==> config.mk <==
export PLATFORM = sky130hd
export DESIGN_NAME = exe_unit_w2
export DESIGN_NICKNAME = d
export VERILOG_FILES = /design/src/rtl/exe_unit_w2.sv
export SDC_FILE = /design/constraint.sdc
export NUM_CORES = 1
export LEC_CHECK = 0
export ABC_AREA = 1
export CORE_MARGIN = 2
export CORE_UTILIZATION = 45
export DETAILED_ROUTE_END_ITERATION = 12
export DONT_BUFFER_PORTS = 1
export GPL_TIMING_DRIVEN = 0
export PLACE_DENSITY = 0.66
export SYNTH_ARGS = -nofsm -noshare
export SYNTH_HDL_FRONTEND = slang
export SYNTH_SLANG_ARGS = --single-unit
==> constraint.sdc <==
create_clock -name i_clk -period 0.8 [get_ports i_clk]
set_input_delay 0.16 -clock i_clk [delete_from_list [all_inputs] [get_ports i_clk]]
set_output_delay 0.16 -clock i_clk [all_outputs]
set_load 0.005 [all_outputs]
==> src/rtl/exe_unit_w2.sv <==
// ============================================================================
// Module   : exe_unit_w2
// Brief    : Parametrised execution unit, valid/ready issue. Single-cycle
//            add/sub/logic/shift; optional iterative shift-add multiply
//            enabled by macro EXE_UNIT_W2_MUL_EN.
// Revision : 1.0 - initial release
// ============================================================================
`default_nettype none

module exe_unit_w2 #(
    parameter int M = 8,
    parameter int N = 3
) (
    input  logic         i_clk,
    input  logic         i_rsn,
    input  logic         i_valid,
    output logic         o_ready,
    input  logic [N-1:0] i_oper,
    input  logic [M-1:0] i_argA,
    input  logic [M-1:0] i_argB,
    output logic         o_valid,
    output logic [M-1:0] o_result,
    output logic [3:0]   o_status
);

    localparam logic [2:0] OP_ADD = 3'b000;
    localparam logic [2:0] OP_SUB = 3'b001;
    localparam logic [2:0] OP_AND = 3'b010;
    localparam logic [2:0] OP_OR  = 3'b011;
    localparam logic [2:0] OP_XOR = 3'b100;
    localparam logic [2:0] OP_SHL = 3'b101;
    localparam logic [2:0] OP_MUL = 3'b110;
    localparam logic [M:0] M_VAL  = (M+1)'(M);

    logic         hi_zero;
    logic         accept;
    logic         is_mul;
    logic [M-1:0] sc_res;
    logic         sc_carry;
    logic         sc_err;
    logic [M:0]   add_ext;
    logic [M:0]   sub_ext;
    logic [2*M-1:0] shl_ext;

    // Opcodes wider than 3 bits are only legal when the upper bits are zero.
    generate
        if (N > 3) begin : g_hi_bits
            assign hi_zero = (i_oper[N-1:3] == '0);
        end else begin : g_no_hi_bits
            assign hi_zero = 1'b1;
        end
    endgenerate

    assign add_ext = {1'b0, i_argA} + {1'b0, i_argB};
    assign sub_ext = {1'b0, i_argA} - {1'b0, i_argB};
    assign shl_ext = {{M{1'b0}}, i_argA} << i_argB;

    always_comb begin
        sc_res   = '0;
        sc_carry = 1'b0;
        sc_err   = 1'b0;
        if (!hi_zero) begin
            sc_err = 1'b1;
        end else begin
            case (i_oper[2:0])
                OP_ADD: begin
                    sc_res   = add_ext[M-1:0];
                    sc_carry = add_ext[M];
                end
                OP_SUB: begin
                    sc_res   = sub_ext[M-1:0];
                    sc_carry = (i_argA < i_argB);
                end
                OP_AND: sc_res = i_argA & i_argB;
                OP_OR:  sc_res = i_argA | i_argB;
                OP_XOR: sc_res = i_argA ^ i_argB;
                OP_SHL: begin
                    if ({1'b0, i_argB} >= M_VAL) begin
                        sc_res   = '0;
                        sc_carry = |i_argA;
                    end else begin
                        sc_res   = shl_ext[M-1:0];
                        sc_carry = |shl_ext[2*M-1:M];
                    end
                end
                default: sc_err = 1'b1;
            endcase
        end
    end

`ifdef EXE_UNIT_W2_MUL_EN
    localparam int CW = $clog2(M + 1);
    localparam logic [0:0]    IDLE     = 1'b0;
    localparam logic [0:0]    MUL_BUSY = 1'b1;
    localparam logic [CW-1:0] LAST_IT  = CW'(M - 1);

    logic [0:0]     state;
    logic [CW-1:0]  count;
    logic [2*M-1:0] mcand;
    logic [M-1:0]   mplr;
    logic [2*M-1:0] acc;
    logic [2*M-1:0] acc_next;

    assign o_ready  = (state == IDLE);
    assign is_mul   = hi_zero && (i_oper[2:0] == OP_MUL);
    assign acc_next = acc + (mplr[0] ? mcand : '0);
`else
    assign o_ready  = 1'b1;
    assign is_mul   = 1'b0;
`endif

    assign accept = i_valid && o_ready;

    always_ff @(posedge i_clk or negedge i_rsn) begin
        if (!i_rsn) begin
            o_valid  <= 1'b0;
            o_result <= '0;
            o_status <= '0;
`ifdef EXE_UNIT_W2_MUL_EN
            state    <= IDLE;
            count    <= '0;
            mcand    <= '0;
            mplr     <= '0;
            acc      <= '0;
`endif
        end else begin
            o_valid <= 1'b0;
`ifdef EXE_UNIT_W2_MUL_EN
            if (state == MUL_BUSY) begin
                acc   <= acc_next;
                mcand <= mcand << 1;
                mplr  <= mplr >> 1;
                if (count == LAST_IT) begin
                    state    <= IDLE;
                    count    <= '0;
                    o_valid  <= 1'b1;
                    o_result <= acc_next[M-1:0];
                    o_status <= {1'b0, |acc_next[2*M-1:M], acc_next[M-1],
                                 (acc_next[M-1:0] == '0)};
                end else begin
                    count <= count + 1'b1;
                end
            end else if (accept && is_mul) begin
                state <= MUL_BUSY;
                count <= '0;
                mcand <= {{M{1'b0}}, i_argA};
                mplr  <= i_argB;
                acc   <= '0;
            end else
`endif
            if (accept && !is_mul) begin
                o_valid  <= 1'b1;
                o_result <= sc_res;
                o_status <= {sc_err, sc_carry, sc_res[M-1], (sc_res == '0)};
            end
        end
    end

endmodule

`default_nettype wire

==> impl_metrics.yaml, run 1 <==
outcome:
  status: "finished, violations left"
  violations: "negative hold slack, negative setup slack"
setup_path:
  end_kind: "flip-flop"
  critPathSlowestCell: "fa_2"
  worstPathRequired_ns: 0.98
  crit_type: "input pin to flip-flop"
  worstPathMaxFanout: 6
  cp_slowest_stage_delay_ns: 0.39
  crit_buf_inv: 2
  rr_worst_depth: 2
  crit_arrival_ns: 1.69
  startpoint_type: "input pin"
  crit_family: "simple AND/OR/NAND/NOR gates"
  crit_chain: "clkinvlp_4 > fa_2 > inv_2 > nand3_2 > nand2_1 > nand2_1 > nand3_1 > nand4_1 > nor2_2 > nand2_1 > nor2_1 > nand3_1 > nand2_1"
  crit_cells: 13
  cpMostUsedCell: "nand2_1"
grt:
  grt_first_pass_wirelength_um: 10800
  antenna_found_initial: 0
  grt_max_degree: 13
  track_usage_pct: 26.2
  grt_pass1_vias: 2326
  grt.overflow.total: 0
final_layout:
  antennaDiodeCount: 0
  syn2layout_area_growth_pct: 29.7
  layout.nets: 432
  drive_gt1_share_pct: 29.6
die:
  die_height_um: 72.9
  rows: 25
  start_util_pct: 45.8
  core_region_area_mm2: 0.00466
  io_pins: 36
  die-area_mm2: 0.00531
  die_w_um: 72.9
power:
  internal-power_mw: 1.60
  clkPwrFrac_pct: 19.9
  cellPowerDensity_mw_per_mm2: 971
  ir_worst_vdd_v: 0.000417
  p_sw_share_pct: 40.6
  switching_power_mw: 1.09
  p_seq_share_pct: 27.4
  power_leakage_nw: 1.34
  pwr-share-comb_pct: 52.7
timing:
  tightestPinTransition_ns: 0.516
  fin_tns_setup_ns: -4.87
  fin_ws_ns: -0.712
  skew_ns: 0
  hold_viol: 12
  slew_headroom_pct: 65.6
  fin_crit_sh_pct: 189
  slew_viol_final: 0
  fin_crit_ns: 1.51
  hold_slack_ns: -0.0454
  rsz0062_at_grt: "true"
  finalSetupViolations: 12
  fmax_mhz: 662
placed_design:
  dp_hpwl_um: 5230
  finalWeightedCongestion: 0.960
  io_buffers: 0
  post-place-ws_ns: -1.01
cts:
  cts_root_buf: "clkbuf_8"
  cts_made_buffers: 3
  clockBufferDepth: 2
  cts_tree: "built"
  clk_latency_ns: 0.24
  clk_pin_slew_worst_paths_ns: 0.05
  htree_levels: 1
  cts_num_sinks: 12
yosys:
  ys_seq_area_share_pct: 14.1
  syn_area_per_cell_um2: 5.84
  synth_cell_type_count: 32
  synth_edf_count: 0
  yosysTopAreaCell: "nand2_1"
  synth_ff_type: "dfrtp_1"
  syn_nets: 413
  ys.warnings.count: 0
  yosys-top-cells-count: "nand2_1 (113), inv_1 (46), nand3_1 (44)"
  synth_async_sr_flop_share_pct: 100
  syn_area_mm2: 0.00213
  ys_ff_latch: 12
  synth.most_common_cell: "nand2_1"
  netlist_top_cells_area: "nand2_1 (20%), dfrtp_1 (14%), ha_1 (14%), nand3_1 (10%), inv_1 (8.1%)"
  synth_top_area_share_pct: 19.9
  synthCells: 365
routing:
  wirelength_um: 6770
  vias: 2482
  ant_nets: 0
  drt_iter0_markers: 347
  dr.pass1.iters: 5
  drc: 0
  viasPerCell: 5.69
  wire_per_inst_um: 15.5
flow_run:
  cap_violations: 0
worst_hold_path:
  hold_path.class: "input pin to async pin"
## kinds of logic (layout without fill, tap and decap cells)
group | after synthesis | in the layout | synth area share (%)
AND/OR/NAND/NOR | 229 | 229 | 48.5
buffers and inverters | 63 | 80 | 12.2
adder cells (fa/ha/maj) | 26 | 26 | 16.0
flip-flops | 12 | 12 | 14.1
other | 1 | 1 | 0.176
AO/OA/AOI/OAI | 34 | 34 | 9.09
## placed cells by master, fill, tap and decap left out, drive strengths merged
master / instances
a21oi: 13
a31oi: 1
and2: 1
buf: 21
clkbuf: 6
clkinv: 1
clkinvlp: 2
conb: 1
dfrtp: 12
dlygate4sd3: 1
dlymetal6s4s: 1
fa: 2
ha: 24
inv: 48
nand2: 114
nand3: 47
nand4: 21
nor2: 40
nor3: 4
nor4: 2
o2111ai: 2
o21ai: 13
o21bai: 1
o22ai: 4
## flip-flops by register name (all words and copies together) (netlist names)
signal    flops
o_valid       1
o_result      7
o_status      4
## final timing paths
kind / startpoint / end / slack (ns)
worst max register to register: o_status[3] / o_status[3] / 0.12
worst min-delay path: i_rsn / o_valid / -0.05
worst min register to register: o_status[0] / o_status[0] / 0.50
max in group asynchronous: i_rsn / o_result[5] / 0.50
worst max-delay path: i_argA[1] / o_status[0] / -0.71
min in group i_clk: i_valid / o_status[2] / 0.03
## final cells by class
class	count	area, um^2
multi-input cells	290	1890
clock buffers	3	41.3
repair buffers	16	131
well taps	54	67.6
fillers	464	1890
plain buffers	10	103
flip-flops and latches	12	300
inverters	51	229
## routing by layer
metal	routed length (um)	up-vias	part of all wire (%)	GRT usage, %
li1	-	1226	-	-
met1	2790	1143	41	33.2
met2	3380	100	50	46.5
met3	467	13	6.9	2.62
met4	128	0	1.9	7.82
met5	0	-	0	0
## power by group through the flow
stage	registers [mW]	logic, mW	clock network [mW]
after global routing	0.745	1.57	0.579
after detailed placement	0.746	1.15	0
after CTS	0.738	1.30	0.544
after floorplan	0.733	0.930	0
after global placement	0.744	1.14	0
final	0.737	1.42	0.533
## stage by stage
| stage | std cells | util, % | power (mW) | hold slack, ns | area [um^2] |
|---|---|---|---|---|---|
| final | 436 | 59.4 | 2.69 | -0.0454 | 2770 |
| after global routing | 436 | 59.4 | 2.90 | 0.00766 | 2770 |
| after CTS | 434 | 57.4 | 2.58 | 0.0304 | 2670 |
| after detailed placement | 419 | 52.3 | 1.89 | -0.135 | 2440 |
| after global placement | 419 | 52.3 | 1.89 | -0.135 | 2440 |
| after floorplan | 365 | - | 1.66 | -0.136 | 2370 |
## repair_timing
action | CTS | global route
hold endpoints to repair | 13 | 0
resized for setup | 35 | 24
setup endpoints to repair | 12 | 32
pin swaps | 14 | 13
hold buffers | 2 | 0
setup buffers | 12 | 2
(Power assumes the default switching activity.)
==> run 2: changes to the inputs <==
CTS_CLUSTER_DIAMETER = 120   (was default)
SKIP_LAST_GASP = 1   (was default)
clock period = 1.25 ns   (was 0.8 ns; I/O delays follow)
==> run 2 against run 1 <==
The flow finishes with violations (negative setup slack). Clock power down 22%. Flip-flop and latch count unchanged. Wire length increased by 1.8%. Sequential power shrank 36%. Combinational power down 35%. First-iteration DRC count is 40% lower. Via count grew 0.24%. Largest cell class unchanged.
==> impl_metrics.yaml, run 2 (synthesis results as in run 1) <==
setup_path:
  end_kind: "flip-flop"
  crit_arrival_ns: 1.76
  critPathSlowestCell: "ha_4"
  worstPathRequired_ns: 1.43
  crit_chain: "inv_12 > buf_8 > ha_4 > nor2_4 > and2_1 > nand2_1 > nand2_1 > nand2_1 > nand3_1 > nand2_1 > nor2_2 > nand2_1 > nor2_2 > nand3_1 > nand2_1"
  r2r_end: "o_result[0]"
  crit_family: "simple AND/OR/NAND/NOR gates"
  startpoint_type: "input pin"
  regToRegStartpoint: "o_result[0]"
  worstPathMaxFanout: 9
  rr_worst_depth: 2
  cp_slowest_stage_delay_ns: 0.27
  cpMostUsedCell: "nand2_1"
  rrSetupSlack_ns: 0.55
  crit_buf_inv: 2
  crit_type: "input pin to flip-flop"
power:
  clkPwrFrac_pct: 22.9
  cellPowerDensity_mw_per_mm2: 658
  pwr-share-comb_pct: 51.1
  internal-power_mw: 1.09
  ir_worst_vdd_v: 0.000396
  p_sw_share_pct: 39.7
  p_seq_share_pct: 26.0
  switching_power_uw: 720
  power_leakage_nw: 1.36
placed_design:
  finalWeightedCongestion: 0.896
  place_inst: 419
  io_buffers: 0
  dp_hpwl_um: 5300
die:
  die_height_um: 72.9
  io_pins: 36
  start_util_pct: 45.8
  rows: 25
  die-area_mm2: 0.00531
  die_w_um: 72.9
  core_region_area_mm2: 0.00466
cts:
  cts_tree: "built"
  cts_root_buf: "clkbuf_8"
  cts_num_sinks: 12
  clk_latency_ns: 0.23
  clockBufferDepth: 2
  clk_pin_slew_worst_paths_ns: 0.05
  htree_levels: 1
  cts_made_buffers: 3
final_layout:
  regMostFlops: "o_result"
  instances_no_fill: 438
  syn2layout_area_growth_pct: 29.2
  final_common_cell: "nand2_1"
  fillers: 468
  antennaDiodeCount: 0
  reg_top3: "o_result (7), o_status (4), o_valid (1)"
  fin_util_pct: 59.1
  final_cell_mix: "nand2_1 (100), nand3_1 (35), inv_1 (29)"
  drive_gt1_share_pct: 29.9
  layout.nets: 433
  largest_register_ffs: 7
timing:
  fin_ws_ns: -0.333
  finalSetupViolations: 6
  skew_ns: 0
  slew_viol_final: 0
  slew_headroom_pct: 65.0
  fin_crit_ns: 1.58
  hold_viol: 0
  fin_crit_sh_pct: 127
  fmax_mhz: 632
  rsz0062_at_grt: "true"
  tightestPinTransition_ns: 0.523
routing:
  ant_nets: 0
  drt_iter0_markers: 208
  dr.pass1.iters: 5
  wirelength_um: 6890
  wire_per_inst_um: 15.7
  drc: 0
  vias: 2488
  viasPerCell: 5.68
grt:
  track_usage_pct: 26.7
  grt.overflow.total: 0
  grt_first_pass_wirelength_um: 11100
  grt_pass1_vias: 2310
  grt_max_degree: 13
  antenna_found_initial: 0
worst_hold_path:
  hold_end: "o_valid"
  hold_path.class: "input pin to flip-flop"
  whs_path_depth: 0
  min_from: "i_valid"
outcome:
  violations: "negative setup slack"
  status: "finished, violations left"
flow_run:
  cap_violations: 0
==> run 2: cell types whose count changed in the layout (fill, tap and decap cells not counted), sizes merged <==
cell,change
dlymetal6s4s,-1
inv,+1
buf,+3
clkinvlp,-1
==> run 2: power by group through the flow <==
stage                     Combinational [mW]  Sequential, mW  Clock, mW
after global placement                 0.714           0.477          0
after floorplan                        0.584           0.469          0
after detailed placement               0.725           0.478          0
after global routing                    1.02           0.478      0.442
after CTS                              0.866           0.472      0.420
final                                  0.927           0.471      0.416
==> run 2: worst register-to-register path, stage by stage (launching register included) <==
cell,delay (ns)
dfrtp_1,0.39
nand2_1,0.08
o21ai_0,0.09
==> run 2: layer usage <==
metal	wire length, um	global-route usage (%)	vias to the layer above	share of wire (%)
met1	3070	36.6	1154	45
li1	-	-	1236	-
met2	3220	45.1	92	47
met3	517	4.97	6	7.5
met5	0	0	-	0
met4	78	3.09	0	1.1
==> run 2: how the worst max path moves through the flow <==
stage                     startpoint          end  slack (ns)  depth (start not counted)
after detailed placement   i_argB[5]  o_status[0]       -0.69                         14
final                      i_argB[5]  o_status[0]       -0.33                         15
after global routing       i_argA[1]  o_status[0]       -0.42                         16
after CTS                  i_argB[0]  o_status[0]       -0.31                         14
after global placement     i_argB[5]  o_status[0]       -0.68                         14
after floorplan            i_argB[5]  o_status[0]       -0.37                         16
==> run 2: final cells by class <==
type	count	area, um^2	share of cell area [%]
Multi-Input combinational cell	290	1880	68.3
Sequential cell	12	300	10.9
Inverter	51	235	8.53
Timing Repair Buffer	18	145	5.27
Buffer	9	71.3	2.59
Tap cell	54	67.6	2.45
Clock buffer	4	55.1	2.00
==> run 2: repair_timing <==
| action | in CTS | in global routing |
|---|---|---|
| gates resized for setup | 44 | 21 |
| buffers inserted | 15 | 2 |
| pin swaps | 34 | 18 |
| endpoints found under the hold margin | 12 | 0 |
| hold buffers | 1 | 0 |
| setup endpoints to repair | 9 | 10 |
| cloned | 1 | 0 |
==> run 2: per-stage QoR <==
stage | TNS [ns] | area, um^2 | hold WS (ns) | worst slack, ns | power [mW]
after global routing | -1.91 | 2760 | 0.0279 | -0.423 | 1.94
after floorplan | -1.88 | 2340 | -0.0456 | -0.367 | 1.05
after detailed placement | -3.86 | 2410 | -0.0454 | -0.691 | 1.20
after global placement | -3.70 | 2410 | -0.0454 | -0.680 | 1.19
final | -1.22 | 2760 | 0.0409 | -0.333 | 1.81
after CTS | -1.23 | 2690 | 0.0371 | -0.311 | 1.76
